## src/rtl/dmem_lsu_pkg.sv

```systemverilog
`default_nettype none
// +----------------------------------------------------------------------+
// | Module   : dmem_lsu_pkg                                              |
// | Brief    : Shared types and lane constants for the dmem load/store   |
// |            unit. S_ERR exists only when MISALIGN_TRAP_EN is defined. |
// | Revision : 1.0                                                       |
// +----------------------------------------------------------------------+
package dmem_lsu_pkg;

    localparam int c_BYTE_W = 8;
    localparam int c_HALF_W = 16;

    typedef enum logic [1:0] {
        SZ_BYTE = 2'b00,
        SZ_HALF = 2'b01,
        SZ_WORD = 2'b10
    } size_t;

    typedef enum logic [2:0] {
        S_IDLE   = 3'd0,
        S_LD_RD  = 3'd1,
        S_LD_RSP = 3'd2,
        S_ST_WR  = 3'd3,
        S_RMW_RD = 3'd4,
`ifdef MISALIGN_TRAP_EN
        S_RMW_WR = 3'd5,
        S_ERR    = 3'd6
`else
        S_RMW_WR = 3'd5
`endif
    } state_t;

endpackage
`default_nettype wire

```

## src/rtl/lsu_lane_align.sv

```systemverilog
`default_nettype none
// +----------------------------------------------------------------------+
// | Module   : lsu_lane_align                                            |
// | Brief    : Combinational load lane extract/extend and store lane     |
// |            merge for a 32-bit word without byte enables.             |
// | Revision : 1.0                                                       |
// +----------------------------------------------------------------------+
module lsu_lane_align
    import dmem_lsu_pkg::*;
#(
    parameter int DATA_WIDTH = 32
) (
    input  logic [1:0]            i_size,
    input  logic [1:0]            i_off,
    input  logic                  i_unsigned,
    input  logic [DATA_WIDTH-1:0] i_mem_word,
    input  logic [c_HALF_W-1:0]   i_store_lane,
    output logic [DATA_WIDTH-1:0] o_load_data,
    output logic [DATA_WIDTH-1:0] o_merged_word
);

    logic [c_BYTE_W-1:0] w_byte;
    logic [c_HALF_W-1:0] w_half;

    // Half lanes use only off[1], so a misaligned half falls back to its aligned lane.
    assign w_byte = i_mem_word[{i_off, 3'b000} +: c_BYTE_W];
    assign w_half = i_mem_word[{i_off[1], 4'b0000} +: c_HALF_W];

    always_comb begin
        o_load_data   = i_mem_word;
        o_merged_word = i_mem_word;
        if (i_size == SZ_BYTE) begin
            o_load_data = {{(DATA_WIDTH-c_BYTE_W){~i_unsigned & w_byte[c_BYTE_W-1]}}, w_byte};
            o_merged_word[{i_off, 3'b000} +: c_BYTE_W] = i_store_lane[c_BYTE_W-1:0];
        end else if (i_size == SZ_HALF) begin
            o_load_data = {{(DATA_WIDTH-c_HALF_W){~i_unsigned & w_half[c_HALF_W-1]}}, w_half};
            o_merged_word[{i_off[1], 4'b0000} +: c_HALF_W] = i_store_lane;
        end
    end

endmodule
`default_nettype wire

```

## src/rtl/dmem_lsu.sv

```systemverilog
`default_nettype none
// +----------------------------------------------------------------------+
// | Module   : dmem_lsu                                                  |
// | Brief    : Load/store unit driving a word-addressed dmem with 1-cycle|
// |            registered read; sub-word stores use read-modify-write.   |
// |            Define MISALIGN_TRAP_EN to trap misaligned half/word.     |
// | Revision : 1.0                                                       |
// +----------------------------------------------------------------------+
module dmem_lsu
    import dmem_lsu_pkg::*;
#(
    parameter int DATA_WIDTH = 32,
    parameter int MEM_DEPTH  = 1024,
    parameter int ADDR_WIDTH = 32
) (
    input  logic                         clk,
    input  logic                         RESET,
    input  logic                         req_valid,
    output logic                         req_ready,
    input  logic                         req_we,
    input  logic [1:0]                   req_size,
    input  logic                         req_unsigned,
    input  logic [ADDR_WIDTH-1:0]        req_addr,
    input  logic [DATA_WIDTH-1:0]        req_wdata,
    output logic                         resp_valid,
    output logic [DATA_WIDTH-1:0]        resp_rdata,
    output logic                         resp_err,
    output logic [$clog2(MEM_DEPTH)-1:0] mem_addr,
    output logic [DATA_WIDTH-1:0]        mem_write_data,
    output logic                         mem_write,
    output logic                         mem_read,
    input  logic [DATA_WIDTH-1:0]        mem_dout
);

    localparam int c_IDX_W = $clog2(MEM_DEPTH);

    state_t                r_state;
    state_t                w_next;
    logic                  r_we;
    logic [1:0]            r_size;
    logic                  r_unsigned;
    logic [c_IDX_W-1:0]    r_idx;
    logic [1:0]            r_off;
    logic [DATA_WIDTH-1:0] r_wdata;

    logic                  w_accept;
    logic                  w_sub_word;
    logic [DATA_WIDTH-1:0] w_load_data;
    logic [DATA_WIDTH-1:0] w_merged_word;
    logic                  w_unused_addr;

    // Address bits above the word index wrap and are deliberately dropped.
    assign w_unused_addr = ^req_addr[ADDR_WIDTH-1:c_IDX_W+2];

    assign w_accept   = req_valid && req_ready;
    assign w_sub_word = (req_size == SZ_BYTE) || (req_size == SZ_HALF);

`ifdef MISALIGN_TRAP_EN
    logic w_misalign;
    assign w_misalign = ((req_size == SZ_HALF) && req_addr[0]) ||
                        (!w_sub_word && (req_addr[1:0] != 2'b00));
`endif

    always_ff @(posedge clk) begin
        if (RESET) begin
            r_state <= S_IDLE;
        end else begin
            r_state <= w_next;
        end
    end

    always_ff @(posedge clk) begin
        if (RESET) begin
            r_we       <= 1'b0;
            r_size     <= 2'b00;
            r_unsigned <= 1'b0;
            r_idx      <= '0;
            r_off      <= 2'b00;
            r_wdata    <= '0;
        end else if (w_accept) begin
            r_we       <= req_we;
            r_size     <= req_size;
            r_unsigned <= req_unsigned;
            r_idx      <= req_addr[2 +: c_IDX_W];
            r_off      <= req_addr[1:0];
            r_wdata    <= req_wdata;
        end
    end

    always_comb begin
        w_next = r_state;
        case (r_state)
            S_IDLE: begin
                if (w_accept) begin
`ifdef MISALIGN_TRAP_EN
                    if (w_misalign)
                        w_next = S_ERR;
                    else
`endif
                    if (!req_we)
                        w_next = S_LD_RD;
                    else if (w_sub_word)
                        w_next = S_RMW_RD;
                    else
                        w_next = S_ST_WR;
                end
            end
            S_LD_RD:  w_next = S_LD_RSP;
            S_RMW_RD: w_next = S_RMW_WR;
            default:  w_next = S_IDLE;
        endcase
    end

    lsu_lane_align #(
        .DATA_WIDTH (DATA_WIDTH)
    ) u_lane_align (
        .i_size        (r_size),
        .i_off         (r_off),
        .i_unsigned    (r_unsigned),
        .i_mem_word    (mem_dout),
        .i_store_lane  (r_wdata[c_HALF_W-1:0]),
        .o_load_data   (w_load_data),
        .o_merged_word (w_merged_word)
    );

    // Everything is masked during RESET so an in-flight RMW write is dropped silently.
    always_comb begin
        req_ready      = 1'b0;
        resp_valid     = 1'b0;
        resp_rdata     = '0;
        mem_addr       = '0;
        mem_write_data = '0;
        mem_write      = 1'b0;
        mem_read       = 1'b0;
        if (!RESET) begin
            req_ready = (r_state == S_IDLE);
            if (r_state != S_IDLE)
                mem_addr = r_idx;
            case (r_state)
                S_LD_RD, S_RMW_RD: mem_read = 1'b1;
                S_LD_RSP: begin
                    resp_valid = 1'b1;
                    resp_rdata = w_load_data;
                end
                S_ST_WR: begin
                    mem_write      = 1'b1;
                    mem_write_data = r_wdata;
                    resp_valid     = 1'b1;
                end
                S_RMW_WR: begin
                    mem_write      = 1'b1;
                    mem_write_data = w_merged_word;
                    resp_valid     = 1'b1;
                end
`ifdef MISALIGN_TRAP_EN
                S_ERR: resp_valid = 1'b1;
`endif
                default: ;
            endcase
        end
    end

`ifdef MISALIGN_TRAP_EN
    assign resp_err = !RESET && (r_state == S_ERR);
`else
    assign resp_err = 1'b0;
`endif

endmodule
`default_nettype wire

```

## config.mk

```make
export PLATFORM = sky130hd
export DESIGN_NAME = dmem_lsu
export DESIGN_NICKNAME = d
export VERILOG_FILES = /design/src/rtl/dmem_lsu_pkg.sv /design/src/rtl/lsu_lane_align.sv /design/src/rtl/dmem_lsu.sv
export SDC_FILE = /design/constraint.sdc
export NUM_CORES = 1
export LEC_CHECK = 0
export BUFFER_PORTS_ARGS = -buffer_cell sky130_fd_sc_hd__buf_2
export CAP_MARGIN = 20
export CORE_MARGIN = 2
export CORE_UTILIZATION = 45
export DETAILED_ROUTE_END_ITERATION = 16
export GPL_TIMING_DRIVEN = 1
export PLACE_DENSITY = 0.74
export SETUP_SLACK_MARGIN = 0.3
export SLEW_MARGIN = 30
export SYNTH_ARGS = -nofsm -noshare
export SYNTH_HDL_FRONTEND = slang
export SYNTH_SLANG_ARGS = --single-unit
```

## constraint.sdc

```tcl
create_clock -name clk -period 2.8 [get_ports clk]
set_clock_uncertainty 0.15 [all_clocks]
set_input_delay 0.28 -clock clk [delete_from_list [all_inputs] [get_ports clk]]
set_output_delay 0.28 -clock clk [all_outputs]
set_load 0.02 [all_outputs]
```

==> impl_metrics.csv, run 1 <==
group,metric,value,unit
status,status,"completed",
timing,max_slew_margin,47.1,%
timing,final-setup-viol-count,0,
critical_path,critPathKind,"flop to output pin",
synthesis,avgSynthCellArea,8.76,um^2
layout,layout_common_cells,"buf_2 (154), nor2b_1 (71), dfxtp_1 (46), a21oi_1 (42)",
power_and_ir_drop,swShare,36.4,%
synthesis,ys_ff_latch,50,
die,start_util,46.0,%
detailed_routing,avgViaCountPerCell,6.22,
power_and_ir_drop,p_total,2.09,mW
die,rows,37,
die,die_area,11300,um^2
layout,layout.nets,783,
critical_path,arrival,2.11,ns
placement,port_buffers,160,
critical_path,worstSetupEndpointType,"output pin",
timing,timing.final.crit_period,2.54,ns
layout,syn_to_final_growth,26.2,%
layout,layout-drive-gt1-share,46.5,%
critical_path,worstPathRequired,2.37,ns
synthesis,yosys_warnings,0,
synthesis,synth_cell_type_count,54,
global_route,overflow,0,
detailed_routing,postRouteAntennaNets,0,
detailed_routing,finalWirelength,16600,um
layout,layout.area.seq,1010,um^2
detailed_routing,vias,5044,
critical_path,crit_fanout,50,
clock_tree,cts_tree,"yes",
timing,final_hold_viol_count,0,
clock_tree,cts_buffers,5,
timing,drv_slew,0,
critical_path,crit_start,"r_off[1]",
power_and_ir_drop,power_per_cell_area,351,nW/um^2
detailed_routing,wl_per_cell,20.5,um
critical_path,regToRegStartpoint,"r_state[2]",
power_and_ir_drop,clkPwrFrac,19.4,%
power_and_ir_drop,switching_power,0.763,mW
flow_run,maxCapViolCount,0,
placement,dp.final_hpwl,12000,um
synthesis,synthCells,539,
synthesis,synthFlopType,"dfxtp_1",
global_route,grt_max_degree,53,
timing,tightest_slew,0.793,ns
layout,antennaDiodeCount,0,
timing,setup_tns,0,ns
layout,multiInputGateArea,3570,um^2
power_and_ir_drop,p_seq_share,41.1,%
die,core,10300,um^2
synthesis,synth_area,4720,um^2
die,die_y,106,um
min_path,worstHoldPathType,"input pin to flop",
detailed_routing,drt_iter0_drc,519,
synthesis,synth_edf_count,0,
power_and_ir_drop,ir_drop,0.284,mV
timing,maxClockFrequency,394,MHz
synthesis,synthesis.nets,647,
clock_tree,clkTransAtPathRegs,0.09,ns
layout,fillers,972,
timing,fin_crit_sh,90.6,%
placement,place.gp.congestion,0.982,
power_and_ir_drop,p_int,1.33,mW
power_and_ir_drop,p_comb_share,39.5,%
global_route,grt_antenna_before_repair,0,
global_route,grt_pass1_wl,25100,um
layout,layout_commonest_cell,"buf_2",
synthesis,async_reset_ff_share,0,%
min_path,worstHoldStart,"req_wdata[9]",
critical_path,start_kind,"flop",
clock_tree,clk_path_buf_depth,2,
global_route,grt_usage,28.0,%
clock_tree,clock_latency,0.29,ns
clock_tree,cts_sinks,50,
global_route,grt_pass1_vias,4737,
detailed_routing,dr.pass1.iters,5,
timing,rsz0062_at_grt,"yes",
synthesis,yosysSeqAreaShare,21.2,%
die,die_x,106,um
clock_tree,cts_max_level,2,
detailed_routing,drc_errors,0,
clock_tree,root_buffer,"clkbuf_8",
die,io_pins,182,
power_and_ir_drop,p_leak,2.50,nW
flip-flops by register name, summed over array words and instances, names as in the netlist:
| signal | flops |
|---|---|
| r_state | 3 |
| r_off | 2 |
| r_idx | 10 |
| r_size | 2 |
| r_unsigned | 1 |
| r_wdata | 32 |
path summary, 6_finish.rpt:
| path | slack (ns) | cells after the start | to |
|---|---|---|---|
| max | 0.26 | 6 | resp_rdata[15] |
| min | 0.05 | 2 | r_wdata[9] |
| max reg2reg | 0.61 | 4 | r_wdata[17] |
| min reg2reg | 0.46 | 2 | r_idx[0] |
final cells by class:
cell class / count / share of cell area, %
multi-input cells: 420 / 59.9
repair buffers: 191 / 18.3
flip-flops and latches: 50 / 17.0
well taps: 136 / 2.85
clock buffers: 6 / 1.22
inverters: 7 / 0.609
clock inverters: 1 / 0.126
cells in the mapped netlist, types with 2 or more instances:
cell / count / share of area, %
or4bb_1: 8 / 1.9
nand2_1: 25 / 2.0
inv_1: 7 / 0.56
nand3b_1: 2 / 0.32
a221oi_1: 25 / 4.6
o31ai_1: 16 / 2.5
buf_1: 2 / 0.16
clkbuf_1: 25 / 2.0
mux2_2: 7 / 1.7
mux2_4: 39 / 12
o2111ai_1: 8 / 1.5
nand4bb_1: 8 / 1.9
a2111oi_2: 7 / 2.2
nor2b_1: 71 / 9.4
o21ai_0: 45 / 4.8
ha_1: 5 / 1.3
o21ai_1: 3 / 0.32
nor2_1: 9 / 0.72
o221ai_1: 8 / 1.5
a31oi_1: 2 / 0.26
buf_4: 6 / 0.95
a31o_2: 2 / 0.37
buf_6: 7 / 1.7
or3b_2: 9 / 1.7
nor3_1: 10 / 1.1
xnor2_1: 2 / 0.37
nand2b_1: 11 / 1.5
clkbuf_2: 2 / 0.21
mux4_2: 7 / 3.3
o22ai_1: 8 / 1.1
nor4_1: 3 / 0.40
buf_2: 20 / 2.1
a22o_1: 8 / 1.5
nor4bb_1: 4 / 0.85
a311oi_1: 7 / 1.3
dfxtp_1: 50 / 21
a211oi_1: 3 / 0.48
a21oi_1: 42 / 4.5
metal layers:
| metal | wire (um) | GRT usage, % |
|---|---|---|
| met1 | 6980 | 38.5 |
| met2 | 7500 | 44.1 |
| met3 | 1590 | 4.66 |
| met4 | 548 | 10.0 |
| met5 | 0 | 0 |
kinds of logic after synthesis:
family | after synthesis | synth area share (%)
adder cells (fa/ha/maj) | 5 | 1.32
AO/OA/AOI/OAI | 189 | 27.8
AND/OR/NAND/NOR | 169 | 24.0
flip-flops | 50 | 21.2
XOR/XNOR | 2 | 0.371
buffers and inverters | 69 | 7.66
other | 1 | 0.0794
multiplexers | 54 | 17.6
per-stage QoR:
stage               util, %  area, um^2  hold WS [ns]  worst slack (ns)  cells
finish                 58.0        5960        0.0484             0.264    811
global route           58.0        5960        0.0342             0.193    811
CTS                    56.7        5830        0.0408             0.267    809
detailed placement     54.9        5640         0.358             0.343    796
global placement       54.9        5640         0.356             0.453    796
floorplan                 -        4840         0.273             0.315    539
timing repair:
action | CTS | global route
endpoints found under the setup margin | 59 | 48
gates resized for setup | 17 | 26
hold buffers | 0 | 0
setup buffers | 6 | 2
pin swaps | 3 | 7
power by group through the flow:
stage,combinational (mW),sequential [mW],clock (mW)
4_1_cts,0.794,0.853,0.420
6_report,0.828,0.860,0.406
3_5_place_dp,0.773,0.868,0
5_1_grt,0.887,0.866,0.451
2_1_floorplan,0.569,0.827,0
3_3_place_gp,0.753,0.865,0
critical path, cell delays in order, from the launching register on:
cell and delay [ns]:
dfxtp_4 0.38, buf_6 0.30, mux2_2 0.41, a22oi_1 0.22, buf_4 0.21, a21oi_1 0.10
buf_2 0.17
Note: power is estimated with default switching activity, not from simulation.
==> run 2, diff against run 1 <==
BUFFER_PORTS_ARGS = not set   (was -buffer_cell sky130_fd_sc_hd__buf_2)
DONT_BUFFER_PORTS = 1   (was not set)
PLACE_DENSITY = not set   (was 0.74)
==> impl_metrics.csv, run 2 (synthesis gave the netlist of run 1 again) <==
group,metric,value,unit
status,status,"completed",
min_path,worstHoldPathType,"input pin to flop",
placement,dp.final_hpwl,11200,um
critical_path,critPathKind,"flop to output pin",
layout,antennaDiodeCount,0,
die,io_pins,182,
clock_tree,clkTransAtPathRegs,0.09,ns
die,core,10300,um^2
critical_path,worstPathCellList,"inv_4 > ha_4 > nor4bb_1 > buf_4 > buf_12 > a221oi_2 > o31ai_2 > buf_4",
timing,rsz0062_at_grt,"yes",
critical_path,crit_fanout,6,
die,start_util,46.0,%
critical_path,worstSetupEndpointType,"output pin",
critical_path,cpPeakStageDelay,0.41,ns
layout,largest_register_ffs,32,
layout,reg_top3,"r_wdata (32), r_idx (10), r_state (3)",
detailed_routing,postRouteAntennaNets,0,
timing,setup_tns,0,ns
global_route,grt_pass1_vias,4438,
detailed_routing,wl_per_cell,22.3,um
power_and_ir_drop,p_leak,2.29,nW
critical_path,reg2reg_slack,0.93,ns
timing,tightest_slew,0.657,ns
timing,drv_slew,0,
critical_path,start_kind,"flop",
global_route,overflow,0,
power_and_ir_drop,p_total,2.06,mW
layout,fillers,898,
clock_tree,cts_buffers,5,
timing,maxClockFrequency,389,MHz
die,die_area,11300,um^2
detailed_routing,dr.pass1.iters,5,
clock_tree,cts_sinks,50,
layout,layout_commonest_cell,"buf_4",
detailed_routing,vias,4839,
die,rows,37,
layout,layout-drive-gt1-share,34.9,%
global_route,grt_antenna_before_repair,0,
timing,final-setup-viol-count,0,
critical_path,crit_top_cell,"buf_4",
layout,layout.nets,729,
clock_tree,clk_path_buf_depth,2,
power_and_ir_drop,power_per_cell_area,334,nW/um^2
global_route,grt_pass1_wl,24900,um
clock_tree,root_buffer,"clkbuf_8",
flow_run,maxCapViolCount,0,
timing,final_hold_viol_count,0,
timing,fin_crit_sh,91.9,%
global_route,grt_usage,28.0,%
detailed_routing,finalWirelength,16900,um
critical_path,slowest_stage,"dfxtp_4",
clock_tree,clock_latency,0.31,ns
critical_path,worstPathRequired,2.37,ns
placement,port_buffers,0,
detailed_routing,drc_errors,0,
timing,max_slew_margin,56.0,%
die,die_x,106,um
placement,place.gp.congestion,0.903,
layout,layout_common_cells,"buf_4 (76), nor2b_1 (71), dlygate4sd3_1 (49), dfxtp_1 (43), a21oi_1 (42)",
detailed_routing,avgViaCountPerCell,6.39,
power_and_ir_drop,ir_drop,0.367,mV
clock_tree,cts_max_level,2,
clock_tree,cts_tree,"yes",
timing,timing.final.crit_period,2.57,ns
critical_path,arrival,2.14,ns
layout,top_register,"r_wdata",
detailed_routing,drt_iter0_drc,419,
global_route,grt_max_degree,57,
layout,syn_to_final_growth,30.2,%
die,die_y,106,um
## run 2: path summary, 6_finish.rpt
check | cells after the start | endpoint | start
setup / recovery | 8 | mem_write_data[29] | r_off[1]
setup reg to reg | 5 | r_wdata[30] | r_state[2]
hold / removal | 2 | r_size[1] | req_valid
hold reg to reg | 1 | r_state[0] | r_state[1]
## run 2: final cells by class
cell class / count / area, um^2 / area share [%]
tap: 136 / 170 / 2.77
timing repair buffer: 136 / 1260 / 20.5
inverter: 7 / 31.3 / 0.509
clock buffer: 6 / 72.6 / 1.18
clock inverter: 1 / 7.51 / 0.122
sequential: 50 / 1020 / 16.6
multi-input combinational: 421 / 3590 / 58.3
## run 2: stage by stage
step | hold slack (ns) | util [%] | setup slack, ns | instances | cell area (um^2)
2_1_floorplan | 0.273 | - | 0.315 | 539 | 4840
3_3_place_gp | 0.217 | 51.1 | 0.378 | 689 | 5250
3_5_place_dp | 0.220 | 51.1 | 0.310 | 689 | 5250
4_1_cts | 0.000246 | 58.5 | 0.283 | 754 | 6020
5_1_grt | 0.0256 | 59.8 | 0.220 | 757 | 6150
6_report | 0.0237 | 59.8 | 0.227 | 757 | 6150
## run 2: worst max-delay path: cells and delay by family, from the launching register on
| family | cells | cell delay, ns |
|---|---|---|
| AOI/OAI and AO/OA | 2 | 0.30 |
| adders and majority gates | 1 | 0.25 |
| buffers and inverters | 4 | 0.56 |
| DFF | 1 | 0.41 |
| and+or+nand+nor | 1 | 0.30 |
## run 2: routing by layer
metal / wire (um) / vias up / share of wire (%) / global-route usage [%]
li1: - / 2226 / - / -
met1: 6930 / 2291 / 41 / 37.1
met2: 7810 / 274 / 46 / 45.2
met3: 1580 / 48 / 9.3 / 5.95
met4: 568 / 0 / 3.4 / 9.37
met5: 0 / - / 0 / 0
## run 2: repair_timing
item                                    CTS  global route
endpoints found under the hold margin    50             0
cloned                                    1             1
endpoints found under the setup margin   64            46
hold buffers                             49             0
setup buffers                             8             2
resized for setup                        21            22
pin swaps                                 4             5
## run 2: report_power, final
group	total [mW]	switching, mW	internal, mW
registers	0.874	0.0998	0.774
clock network	0.409	0.237	0.172
logic	0.773	0.366	0.407
